===== config.mk =====
export PLATFORM = sky130hd
export DESIGN_NAME = instr_seq_ctrl
export DESIGN_NICKNAME = d
export VERILOG_FILES = /design/src/rtl/instr_seq_ctrl.sv
export SDC_FILE = /design/constraint.sdc
export NUM_CORES = 1
export LEC_CHECK = 0
export ABC_CLOCK_PERIOD_IN_PS = 1600
export BUFFER_PORTS_ARGS = -buffer_cell sky130_fd_sc_hd__buf_2
export CAP_MARGIN = 20
export CORE_MARGIN = 2
export CORE_UTILIZATION = 25
export DETAILED_ROUTE_END_ITERATION = 8
export GPL_ROUTABILITY_DRIVEN = 0
export PLACE_DENSITY = 0.48
export SLEW_MARGIN = 40
export SYNTH_ARGS = -nofsm -noshare
export SYNTH_HDL_FRONTEND = slang
export SYNTH_SLANG_ARGS = --single-unit

===== constraint.sdc =====
create_clock -name clk -period 1.6 [get_ports clk]
set_clock_uncertainty 0.1 [all_clocks]
set_input_delay 0 -clock clk [delete_from_list [all_inputs] [get_ports clk]]
set_output_delay 0 -clock clk [all_outputs]
set_load 0.01 [all_outputs]

===== src/rtl/instr_seq_ctrl.sv =====
// Multi-cycle FETCH/DECODE/EXEC/WRITE_BACK sequencer for the Salamander-4 CPU.
// Optional single-step input enabled by defining SEQ_SINGLE_STEP_EN.
module instr_seq_ctrl #(
    parameter int OPC_W     = 3,
    parameter int RF_ADDR_W = 2,
    parameter int CE_W      = 4,
    parameter int FETCH_TMO = 15
) (
    input  logic                 clk,
    input  logic                 rstn,
    input  logic                 run_en,
    input  logic                 mem_rdy,
    input  logic                 pc_max,
`ifdef SEQ_SINGLE_STEP_EN
    input  logic                 step_req,
`endif
    input  logic [OPC_W-1:0]     op_code_in,
    input  logic [RF_ADDR_W-1:0] addr_in,
    input  logic [CE_W-1:0]      ce_in,
    input  logic                 acc_ce_in,
    output logic                 pc_inc,
    output logic                 id_ce,
    output logic [OPC_W-1:0]     op_code_q,
    output logic [RF_ADDR_W-1:0] addr_q,
    output logic                 alu_ce,
    output logic                 acc_ce,
    output logic [CE_W-1:0]      rf_ce,
    output logic [2:0]           state_o,
    output logic                 instr_done,
    output logic                 halted,
    output logic                 tmo_err
);

    localparam logic [2:0] S_IDLE   = 3'd0;
    localparam logic [2:0] S_FETCH  = 3'd1;
    localparam logic [2:0] S_DECODE = 3'd2;
    localparam logic [2:0] S_EXEC   = 3'd3;
    localparam logic [2:0] S_WB     = 3'd4;
    localparam logic [2:0] S_HALT   = 3'd5;

    localparam logic [7:0] TMO_LAST = 8'(FETCH_TMO - 1);

    logic [2:0]           state_q, state_d;
    logic [7:0]           tmo_cnt_q, tmo_cnt_d;
    logic                 tmo_err_q, tmo_err_d;
    logic [OPC_W-1:0]     op_code_d;
    logic [RF_ADDR_W-1:0] addr_d;
    logic [CE_W-1:0]      ce_q, ce_d;
    logic                 acc_q, acc_d;
    logic                 pc_max_q, pc_max_d;
    logic                 step_q, step_d;
    logic                 step_start;

`ifdef SEQ_SINGLE_STEP_EN
    assign step_start = step_req;
`else
    assign step_start = 1'b0;
`endif

    always_comb begin
        state_d   = state_q;
        tmo_cnt_d = tmo_cnt_q;
        tmo_err_d = tmo_err_q;
        op_code_d = op_code_q;
        addr_d    = addr_q;
        ce_d      = ce_q;
        acc_d     = acc_q;
        pc_max_d  = pc_max_q;
        step_d    = step_q;
        case (state_q)
            S_IDLE: begin
                if (run_en) begin
                    state_d = S_FETCH;
                    step_d  = 1'b0;
                end else if (step_start) begin
                    state_d = S_FETCH;
                    step_d  = 1'b1;
                end
            end
            S_FETCH: begin
                if (mem_rdy) begin
                    state_d   = S_DECODE;
                    tmo_cnt_d = '0;
                end else if (tmo_cnt_q == TMO_LAST) begin
                    state_d   = S_HALT;
                    tmo_err_d = 1'b1;
                    tmo_cnt_d = '0;
                end else begin
                    tmo_cnt_d = tmo_cnt_q + 8'd1;
                end
            end
            S_DECODE: begin
                op_code_d = op_code_in;
                addr_d    = addr_in;
                ce_d      = ce_in;
                acc_d     = acc_ce_in;
                state_d   = S_EXEC;
            end
            S_EXEC: begin
                // The PC only moves in WRITE_BACK, so its max flag is already final here;
                // registering it keeps pc_inc free of any input-to-output path.
                pc_max_d = pc_max;
                state_d  = S_WB;
            end
            S_WB: begin
                if (pc_max_q)    state_d = S_HALT;
                else if (step_q) state_d = S_IDLE;
                else if (run_en) state_d = S_FETCH;
                else             state_d = S_IDLE;
            end
            S_HALT:  state_d = S_HALT;
            default: state_d = S_IDLE;
        endcase
    end

    always_ff @(posedge clk or negedge rstn) begin
        if (!rstn) begin
            state_q   <= S_IDLE;
            tmo_cnt_q <= '0;
            tmo_err_q <= 1'b0;
            op_code_q <= '0;
            addr_q    <= '0;
            ce_q      <= '0;
            acc_q     <= 1'b0;
            pc_max_q  <= 1'b0;
            step_q    <= 1'b0;
        end else begin
            state_q   <= state_d;
            tmo_cnt_q <= tmo_cnt_d;
            tmo_err_q <= tmo_err_d;
            op_code_q <= op_code_d;
            addr_q    <= addr_d;
            ce_q      <= ce_d;
            acc_q     <= acc_d;
            pc_max_q  <= pc_max_d;
            step_q    <= step_d;
        end
    end

    assign state_o    = state_q;
    assign id_ce      = (state_q == S_DECODE);
    assign alu_ce     = (state_q == S_EXEC);
    assign instr_done = (state_q == S_WB);
    assign acc_ce     = (state_q == S_WB) && acc_q;
    assign rf_ce      = (state_q == S_WB) ? ce_q : '0;
    assign pc_inc     = (state_q == S_WB) && !pc_max_q;
    assign halted     = (state_q == S_HALT);
    assign tmo_err    = tmo_err_q;

endmodule


[Word-level counts from Yosys, hierarchy flattened]
Index checks and enable logic that the tools add are counted.
Storage, ports and cells
  memories kept: 0
  memory bits (writable): 0
  latch bits: 0
  ROM bits: 0
  bits of input ports: 15
  output and inout port bits: 19
  register bits after elaboration: 23
  word-level logic and storage cells: 33
Cells by class
  equality and inequality tests: 8
  $add $sub $neg: 1
  muxes and demuxes: 9
  reduce and logical (&&, ||, !) cells: 6
  bitwise operators: 1
  order comparisons: 0
  div/mod/pow operators: 0
  multipliers: 0
  shift operators: 0
Operators by type and width (count)
  $pmux W3 S6: 1
  $mux W8: 2
  $mux W3: 4
  $add A8 B1 Y8 const B: 1
  $eq A8 B4 Y1 const B: 1
  $eq A3 B2 Y1 const B: 2
  $eq A3 B3 Y1 const B: 2
  $mux W4: 1
  $eq A3 B1 Y1 const B: 1
  $logic_not A3 Y1: 1
  $ne A3 B3 Y1 const B: 1
  $reduce_and A3 Y1: 1
  $logic_and A1 B1 Y1: 2
  $ne A2 B2 Y1 const B: 1
  $reduce_and A2 Y1: 1
  $logic_not A1 Y1: 1
  $mux W1: 1
  $not A1 Y1: 1

[Longest topological paths before layout]
Gate-level depths: netlist of the first run.
  depth after elaboration: 4
  mapped depth: 6
  mapped depth without buffers: 6

[Least setup slack after synthesis of the first run]
OpenSTA, ideal clock, no wires.
  path type: reg2reg
  start point: reg state_q[2] (netlist: state_o[2])
  end point: reg tmo_cnt_q[5]
  path buffers: 2
  data required time: 1.422 ns
  clock period less this slack: 1.792 ns
  data arrival time: 1.614 ns
  library setup time: 0.078 ns
  setup slack: -0.192 ns
  cell stages (with the launch flop): 7
  path through: dfrtp_1 -> buf_6 -> or3b_1 -> buf_6 -> a211o_1 -> nor3_2 -> o21bai_1
Between the ends
  cells in the longest elaborated chain, start to end: 1
RTL lines
  from (decl): line 43  | logic [2:0] state_q, state_d;
  from (signal assigned): line 128  | state_q <= state_d;
  $eq A3 B1 Y1: line 70  | case (state_q)
  to (signal assigned): line 129  | tmo_cnt_q <= tmo_cnt_d;
  to (decl): line 44  | logic [7:0] tmo_cnt_q, tmo_cnt_d;
Every way passes these cells.
A chain may end at the register's enable or synchronous reset.

[Worst setup path in the final report of the first run]
  start point: reg tmo_cnt_q[0]
  end point: reg state_q[2] (netlist: state_o[2])
Between the ends
  cells in the longest elaborated chain, start to end: 3
RTL lines
  $eq A8 B4 Y1: line 84  | end else if (tmo_cnt_q == TMO_LAST) begin
  $ne A3 B3 Y1 (no source line)
  $reduce_and A2 Y1 (no source line)
Every way passes these cells.

==> qor.yml, run 1 <==
status:
  outcome: "complete, but fails checks"
  failed_checks: "negative setup slack"
synth:
  netlist_area_um2: 1146
  ys_seq_elements: 23
  synth_top_area_cell: "dfrtp_1"
  ys_top_cells_by_area: "dfrtp_1, mux2_2, and2_1, a21oi_1, o21ai_0"
  synth_top_cell_area_share: 0.5022
  postSynthCellCount: 100
  synth_cell_types: 33
  ys_warn_count: 0
  avgSynthCellArea_um2: 11.46
  ys_seq_area_frac: 0.5022
  synth_nets: 117
sta:
  slew_viol_final: 0
  slew_headroom: 0.6522
  fin_crit_sh: 1.031
  setup_slack_ns: -0.04907
  rsz0062_at_grt: "true"
  period_minus_slack_ns: 1.649
  tightest_slew_ns: 0.5217
  setup_viol: 3
  fmax_ghz: 0.6064
  hold_viol: 0
pwr:
  p_total_mw: 2.531
  leakage_nw: 0.8048
  cellPowerDensity_nw_per_um2: 1505
  ir_drop_mv: 0.5537
finish:
  fin_nets: 179
  layout_commonest_cell: "buf_2"
  antenna_cells: 0
  final_cell_mix: "buf_2, dfrtp_1, dlygate4sd3_1, buf_4, mux2_2"
  drive_gt1_frac: 0.4472
  fin_cells: 213
  area_growth_pct: 46.72
floorplanning:
  dieArea_um2: 5142
  row_count: 24
  initial_core_util: 0.2614
  io_pins: 34
  core_area_um2: 4384
  die_height_um: 71.71
  die_w_um: 71.71
detailed_routing:
  finalWirelength_um: 2704
  viasPerCell: 4.662
  dr.pass1.iters: 4
  routedWlPerCell_um: 12.69
  drt_iter0_markers: 37
  drc: 0
  ant_nets: 0
  vias: 993
clock_tree:
  root_buffer: "clkbuf_8"
  cts_buffer_depth: 2
  htree_levels: 1
  clk_pin_slew_ns: 0.08
  cts.sinks: 23
  worst_skew_pair.late_latency_ns: 0.27
  cts_tree: "built"
  cts_made_buffers: 3
worst_setup_path:
  required_ns: 1.64
  reg2reg_depth: 5
  end_kind: "flip-flop"
  worst_ep_arrival_time_ns: 1.69
  crit_type: "flip-flop to flip-flop"
  cp_max_fo: 8
  startpoint_type: "flip-flop"
min_path:
  min_path_cells: 5
  hp-class: "input port to flip-flop"
grt:
  antenna_found_initial: 0
  grt_usage: 0.1115
  grt_pass1_vias: 989
  grt_max_degree: 24
  grt_pass1_wl_um: 4443
  gr-total-overflow: 0
placement:
  io_buffers: 33
  dpl.cell_count: 192
  hpwl_um: 1928
run:
  cap_violations: 0
power by group:
group / internal [mW] / switching (mW) / leakage, nW
clock: 0.176 / 0.194 / 0.0217
sequential: 0.785 / 0.109 / 0.292
combinational: 0.678 / 0.589 / 0.491
kinds of logic (layout without fill, tap and decap cells):
| logic type | Yosys count | in the layout | share of synthesized area |
|---|---|---|---|
| simple gates | 33 | 33 | 0.1834 |
| flops | 23 | 23 | 0.5022 |
| compound gates | 22 | 22 | 0.1310 |
| mux | 11 | 11 | 0.1081 |
| buf+inv | 7 | 68 | 0.03821 |
| fa+ha+maj | 2 | 2 | 0.02183 |
| xor+xnor | 2 | 2 | 0.01529 |
routing by layer:
layer  vias to the layer above  wire length [um]  share of wire  GRT usage
li1                        481                 -              -          -
met1                       486              1173           0.43     0.1263
met2                        22              1376           0.51     0.1924
met3                         4               111          0.041    0.03094
met4                         0                42          0.016    0.05451
met5                         -                 0              0          0
path summary, 6_finish.rpt:
check / startpoint / endpoint / slack, ns
setup / recovery: tmo_cnt_q[0] / state_o[2] / -0.05
hold / removal: run_en / state_o[0] / 0.11
setup reg to reg: tmo_cnt_q[0] / state_o[2] / -0.05
hold reg to reg: tmo_err / tmo_err / 0.38
max in group asynchronous: rstn / tmo_cnt_q[0] / 0.91
min in group asynchronous: rstn / ce_q[2] / 0.14
registers in the layout, summed over array words and instances (netlist names):
register   count
acc_q          1
addr_q         2
ce_q           4
op_code_q      3
pc_max_q       1
state_o        3
tmo_cnt_q      8
tmo_err        1
repair_timing:
action	CTS	global route
resized for setup	1	7
setup endpoints to repair	5	11
hold buffers	13	0
pin swaps	6	3
endpoints found under the hold margin	35	0
cloned	0	0
setup buffers	1	3
per-stage QoR:
stage	hold slack [ns]	utilization	instance area [um^2]	TNS (ns)	setup slack (ns)
2_1_floorplan	-0.3956	-	1157	-1.165	-0.1122
3_3_place_gp	-0.08814	0.3293	1444	-0.005268	-0.005268
3_5_place_dp	-0.09159	0.3293	1444	-0.1419	-0.06792
4_1_cts	0.1126	0.3724	1633	-0.2161	-0.07563
5_1_grt	0.1561	0.3836	1682	-0.5115	-0.1217
6_report	0.1058	0.3836	1682	-0.1287	-0.04907
critical path: stages, from the launching register on:
cell and delay, ns:
dfrtp_1 0.39, inv_1 0.06, ha_1 0.14, nor4b_4 0.29, a211oi_4 0.16, a2111oi_1 0.40
synth_stat cells, drive strengths merged:
library cell	number
a31o	1
nor2b	1
a2111oi	1
buf	4
a21o	2
nor3b	3
a211oi	1
a22o	1
and4	1
nor4b	1
nand4	1
o21ai	6
mux2	11
nand2	5
or3b	1
a211o	1
dfrtp	23
and2	5
nor3	3
inv	2
o21bai	1
a21oi	6
nand3	2
clkbuf	1
and3	1
and3b	3
xor2	2
a31oi	2
nand2b	3
nor2	3
ha	2
area by class of cell:
class / count / area (um^2)
clock buffers: 3 / 41.29
clock inverters: 1 / 7.507
fillers: 437 / 2703
inverters: 2 / 7.507
multi-input cells: 70 / 558.0
flip-flops and latches: 23 / 575.6
well taps: 52 / 65.06
repair buffers: 62 / 426.7
No activity file was read; power rests on OpenSTA's default activity.
==> inputs of run 2 (changes only) <==
--- a/config.mk
+++ b/config.mk
@@ -10,6 +10,7 @@
 export CAP_MARGIN = 20
 export CORE_MARGIN = 2
 export CORE_UTILIZATION = 25
+export CTS_BUF_LIST = sky130_fd_sc_hd__clkbuf_4
 export DETAILED_ROUTE_END_ITERATION = 8
 export GPL_ROUTABILITY_DRIVEN = 0
 export PLACE_DENSITY = 0.48
==> run 2 against run 1 <==
Effect of this change:
- sequential cell count unchanged
- non-clock buffer count grew 3
- sequential power rose by 1%
- clock power decreased by 23%
- utilization increased by 1.4 points
- global-route usage did not move
- fmax decreased by 0.34%
- die area stayed put
- the run still ends with negative setup slack left
- hold slack lost 0.068 ns
==> qor.yml, run 2 (synthesis gave the netlist of run 1 again) <==
floorplanning:
  die_w_um: 71.71  # unchanged
  initial_core_util: 0.2614  # unchanged
  die_height_um: 71.71  # unchanged
  io_pins: 34  # unchanged
  core_area_um2: 4384  # unchanged
  row_count: 24  # unchanged
  dieArea_um2: 5142  # unchanged
finish:
  antenna_cells: 0  # unchanged
  finish.utilization: 0.3978  # +0.01427
  drive_gt1_frac: 0.4878  # +0.04060
  largest_reg_flops: 8  # unchanged
  final_cell_mix: "buf_2, dfrtp_1, buf_4"
  top_register: "tmo_cnt_q"
  fin_nets: 182  # +1.7%
  fin_cells: 216  # +1.4%
  area_growth_pct: 52.18
  layout_commonest_cell: "buf_2"
  top_regs: "tmo_cnt_q (8), ce_q (4)"
  final_area_um2: 1744  # +3.7%
min_path:
  hp-class: "input port to flip-flop"
  worstHoldStart: "run_en"
worst_setup_path:
  required_ns: 1.75  # +0.11 ns
  worst_ep_arrival_time_ns: 1.80  # +0.11 ns
  r2r_setup_slack_ns: -0.05  # about the same
  startpoint_type: "flip-flop"
  cp_max_fo: 8  # unchanged
  reg2reg_from: "state_o[2]"
  cp-startpoint: "state_o[2]"
  end_kind: "flip-flop"
  crit_type: "flip-flop to flip-flop"
clock_tree:
  cts_tree: "built"
  cts_made_buffers: 3  # unchanged
  htree_levels: 1  # unchanged
  clk_pin_slew_ns: 0.14  # +0.06 ns
  cts.sinks: 23  # unchanged
  root_buffer: "clkbuf_4"
  cts_buffer_depth: 2  # unchanged
  worst_skew_pair.late_latency_ns: 0.33  # +0.06 ns
sta:
  rsz0062_at_grt: "true"
  slew_headroom: 0.6573  # +0.005087
  hold_ws_ns: 0.03807  # -0.06770 ns
  period_minus_slack_ns: 1.655  # +0.005694 ns
  setup_slack_ns: -0.05476  # -0.005694 ns
  tightest_slew_ns: 0.5141  # -0.007630 ns
  slew_viol_final: 0  # unchanged
  hold_viol: 0  # unchanged
  setup_tns_ns: -0.1528  # -0.02403 ns
  setup_viol: 4  # +1
  fmax_ghz: 0.6043  # -0.34%
  fin_crit_sh: 1.034  # +0.003559
placement:
  dpl_cell_area_um2: 1444  # unchanged
  hpwl_um: 1928  # unchanged
  dp_slack_ns: -0.06792  # unchanged
  dpl.cell_count: 192  # unchanged
  io_buffers: 33  # unchanged
pwr:
  seqPwrFrac: 0.353  # about the same
  internal_power_mw: 1.648  # +0.58%
  combPwrFrac: 0.535  # +0.035
  p_total_mw: 2.557  # +1.0%
  cellPowerDensity_nw_per_um2: 1466  # -2.6%
  p_switching_mw: 0.9093  # +1.8%
  p_sw_frac: 0.3556  # +0.002863
  leakage_nw: 0.8259  # +2.6%
  pwr-share-clk: 0.112  # -0.034
  ir_drop_mv: 0.4827  # -13%
grt:
  grt_pass1_wl_um: 4471  # +0.63%
  grt_max_degree: 24  # unchanged
  grt_pass1_vias: 994  # +0.51%
  antenna_found_initial: 0  # unchanged
  grt_usage: 0.1115  # unchanged
  gr-total-overflow: 0  # unchanged
detailed_routing:
  routedWlPerCell_um: 12.69  # about the same
  viasPerCell: 4.681  # +0.40%
  dr.pass1.iters: 4  # unchanged
  ant_nets: 0  # unchanged
  drt_iter0_markers: 19  # -49%
  vias: 1011  # +1.8%
  finalWirelength_um: 2742  # +1.4%
  drc: 0  # unchanged
run:
  cap_violations: 0  # unchanged
status:
  failed_checks: "negative setup slack"
  outcome: "complete, but fails checks"
-- run 2: cell types whose count changed in the layout (fill, tap and decap cells not counted), sizes merged --
cell,change
buf,+3
-- run 2: final timing paths --
kind                       cells past startpoint            to
setup / recovery                               4  tmo_cnt_q[2]
hold / removal                                 5    state_o[0]
setup reg to reg                               4  tmo_cnt_q[2]
hold reg to reg                                1       tmo_err
max in group asynchronous                      2  tmo_cnt_q[0]
min in group asynchronous                      2         acc_q
-- run 2: repair_timing --
action,CTS,global route
setup buffers,1,6
endpoints found under the hold margin,37,0
pin swaps,7,8
hold buffers,13,0
endpoints found under the setup margin,11,12
gates resized for setup,3,19
-- run 2: final cells by class --
type                       instances  area, um^2
timing repair buffer              65       490.5
clock inverter                     1       7.507
tap                               52       65.06
sequential                        23       575.6
inverter                           2       7.507
fill                             441        2640
multi-input combinational         70       575.6
clock buffer                       3       22.52
-- run 2: routing by layer --
metal  wire length (um)  vias up  global-route usage
met2               1453       23              0.1934
met4                 48        0             0.04822
met3                109        4             0.03094
li1                   -      486                   -
met5                  0        -                   0
met1               1130      498              0.1281
-- run 2: power groups by stage --
stage / combinational [mW] / sequential [mW] / clock, mW
floorplan: 0.642 / 0.949 / 0
global placement: 1.07 / 0.892 / 0
detailed placement: 1.09 / 0.900 / 0
CTS: 1.17 / 0.891 / 0.301
global route: 1.49 / 0.934 / 0.328
finish: 1.37 / 0.903 / 0.286
-- run 2: critical path, cell delays in order, from the launching register on --
cell	delay, ns
dfrtp_1	0.40
or3b_4	0.43
a211oi_4	0.35
a21oi_1	0.12
a31oi_1	0.19
==> inputs of run 3 (changes only) <==
--- a/config.mk
+++ b/config.mk
@@ -13,7 +13,7 @@
 export CTS_BUF_LIST = sky130_fd_sc_hd__clkbuf_4
 export DETAILED_ROUTE_END_ITERATION = 8
 export GPL_ROUTABILITY_DRIVEN = 0
-export PLACE_DENSITY = 0.48
+export PLACE_DENSITY_LB_ADDON = 0.05
 export SLEW_MARGIN = 40
 export SYNTH_ARGS = -nofsm -noshare
 export SYNTH_HDL_FRONTEND = slang
==> run 3 against run 2 <==
Effect of this change:
- the flow still finishes with violations (negative setup slack)
- clock power shrank 2%
- hold slack better by 0.0033 ns
- non-clock buffer count is 3 higher
- critical path depth grew 2
- final area grew 0.72%
- combinational power increased by 3%
- critical endpoint is now state_o[2]
- largest power group unchanged
==> qor.yml, run 3 (synthesis gave the netlist of run 1 again) <==
status:
  outcome: "complete, but fails checks"
  failed_checks: "negative setup slack"
worst_setup_path:
  reg2reg_depth: 6  # +2
  crit_chain: "inv_1 -> ha_1 -> nor4b_4 -> a211oi_4 -> buf_4 -> a2111oi_4"
  cp-startpoint: "tmo_cnt_q[0]"
  reg2reg_from: "tmo_cnt_q[0]"
  worst_ep_arrival_time_ns: 1.78  # -0.02 ns
  cp_slowest_cell: "dfrtp_1"
  slowest_delay_ns: 0.40  # -0.03 ns
  path_depth: 6  # +2
  cp_top_family: "flip-flops"
  end_kind: "flip-flop"
  path_buf_inv: 2  # +2
  startpoint_type: "flip-flop"
  cp_max_fo: 8  # unchanged
  required_ns: 1.71  # -0.04 ns
  crit_type: "flip-flop to flip-flop"
sta:
  setup_viol: 6  # +2
  period_minus_slack_ns: 1.667  # +0.01261 ns
  setup_slack_ns: -0.06737  # -0.01261 ns
  tightest_slew_ns: 0.5407  # +0.02661 ns
  fmax_ghz: 0.5997  # -0.76%
  slew_viol_final: 0  # unchanged
  slew_headroom: 0.6395  # -0.01774
  rsz0062_at_grt: "true"
  fin_crit_sh: 1.042  # +0.007878
  hold_viol: 0  # unchanged
finish:
  layout_commonest_cell: "buf_2"
  final_cell_mix: "buf_2, dfrtp_1, buf_4"
  top_regs: "tmo_cnt_q (8), ce_q (4)"
  area_growth_pct: 53.27
  largest_reg_flops: 8  # unchanged
  fin_cells: 219  # +1.4%
  fin_nets: 185  # +1.6%
  top_register: "tmo_cnt_q"
  drive_gt1_frac: 0.5030  # +0.01519
  antenna_cells: 0  # unchanged
clock_tree:
  clk_pin_slew_ns: 0.14  # about the same
  worst_skew_pair.late_latency_ns: 0.32  # about the same
  cts_buffer_depth: 2  # unchanged
  cts.sinks: 23  # unchanged
  htree_levels: 1  # unchanged
  cts_made_buffers: 3  # unchanged
  cts_tree: "built"
  root_buffer: "clkbuf_4"
floorplanning:
  io_pins: 34  # unchanged
  initial_core_util: 0.2614  # unchanged
  die_height_um: 71.71  # unchanged
  row_count: 24  # unchanged
  dieArea_um2: 5142  # unchanged
  die_w_um: 71.71  # unchanged
  core_area_um2: 4384  # unchanged
detailed_routing:
  routedWlPerCell_um: 13.16  # +3.7%
  drt_iter0_markers: 22  # +3
  dr.pass1.iters: 4  # unchanged
  drc: 0  # unchanged
  finalWirelength_um: 2882  # +5.1%
  viasPerCell: 4.612  # -1.5%
  vias: 1010  # -0.099%
  ant_nets: 0  # unchanged
grt:
  grt_pass1_wl_um: 5023  # +12%
  grt_max_degree: 24  # unchanged
  grt_pass1_vias: 1098  # +10%
  gr-total-overflow: 0  # unchanged
  grt_usage: 0.1242  # +0.01272
  antenna_found_initial: 0  # unchanged
min_path:
  min_path_cells: 5  # unchanged
  hp-class: "input port to flip-flop"
  worstHoldStart: "run_en"
pwr:
  ir_drop_mv: 0.6737  # +40%
  cellPowerDensity_nw_per_um2: 1466  # about the same
  p_total_mw: 2.575  # +0.70%
  leakage_nw: 0.8430  # +2.1%
placement:
  dpl.cell_count: 196  # +2.1%
  hpwl_um: 2006  # +4.0%
  io_buffers: 33  # unchanged
run:
  cap_violations: 0  # unchanged
## run 3: routing by layer
| layer | routed length (um) | global-route usage | up-vias |
|---|---|---|---|
| met5 | 0 | 0 | - |
| met4 | 18 | 0.02516 | 0 |
| met3 | 87 | 0.03516 | 2 |
| met2 | 1548 | 0.2294 | 17 |
| met1 | 1227 | 0.1424 | 499 |
| li1 | - | - | 492 |
## run 3: path summary, 6_finish.rpt
path / end / slack, ns
setup / recovery: state_o[2] / -0.07
setup reg to reg: state_o[2] / -0.07
hold / removal: state_o[0] / 0.04
max in group asynchronous: ce_q[0] / 0.96
hold reg to reg: tmo_err / 0.39
min in group asynchronous: tmo_cnt_q[3] / 0.07
## run 3: repair_timing
item / in CTS / in global routing
resized for setup: 7 / 11
hold endpoints to repair: 37 / 0
setup buffers: 2 / 3
endpoints found under the setup margin: 11 / 24
pin swaps: 6 / 6
hold buffers: 13 / 0
cloned: 0 / 1
## run 3: report_power, final
group	switching [mW]	internal, mW
Combinational	0.645	0.761
Clock	0.186	0.0936
Sequential	0.106	0.783
## run 3: per-stage QoR
stage	TNS [ns]	util	worst slack, ns	area [um^2]	hold WS, ns
3_5_place_dp	-0.3739	0.3362	-0.2869	1474	-0.06541
2_1_floorplan	-1.165	-	-0.1122	1157	-0.3956
5_1_grt	-1.828	0.4007	-0.1619	1757	0.09725
3_3_place_gp	-0.2514	0.3362	-0.2416	1474	-0.07550
4_1_cts	-0.4753	0.3844	-0.1173	1685	0.03188
6_report	-0.2693	0.4007	-0.06737	1757	0.04134
## run 3: layout make-up
cell class	instances	area [um^2]
clock buffer	3	22.52
clock inverter	1	5.005
fill	436	2628
inverter	2	7.507
multi-input combinational	70	601.8
sequential	23	575.6
tap	52	65.06
timing repair buffer	68	479.2
## run 3: worst min-delay path, cell delays in order
cell,delay (ns)
buf_2,0.09
nor3_1,0.04
a21oi_1,0.10
o21ai_0,0.09
a21oi_1,0.11
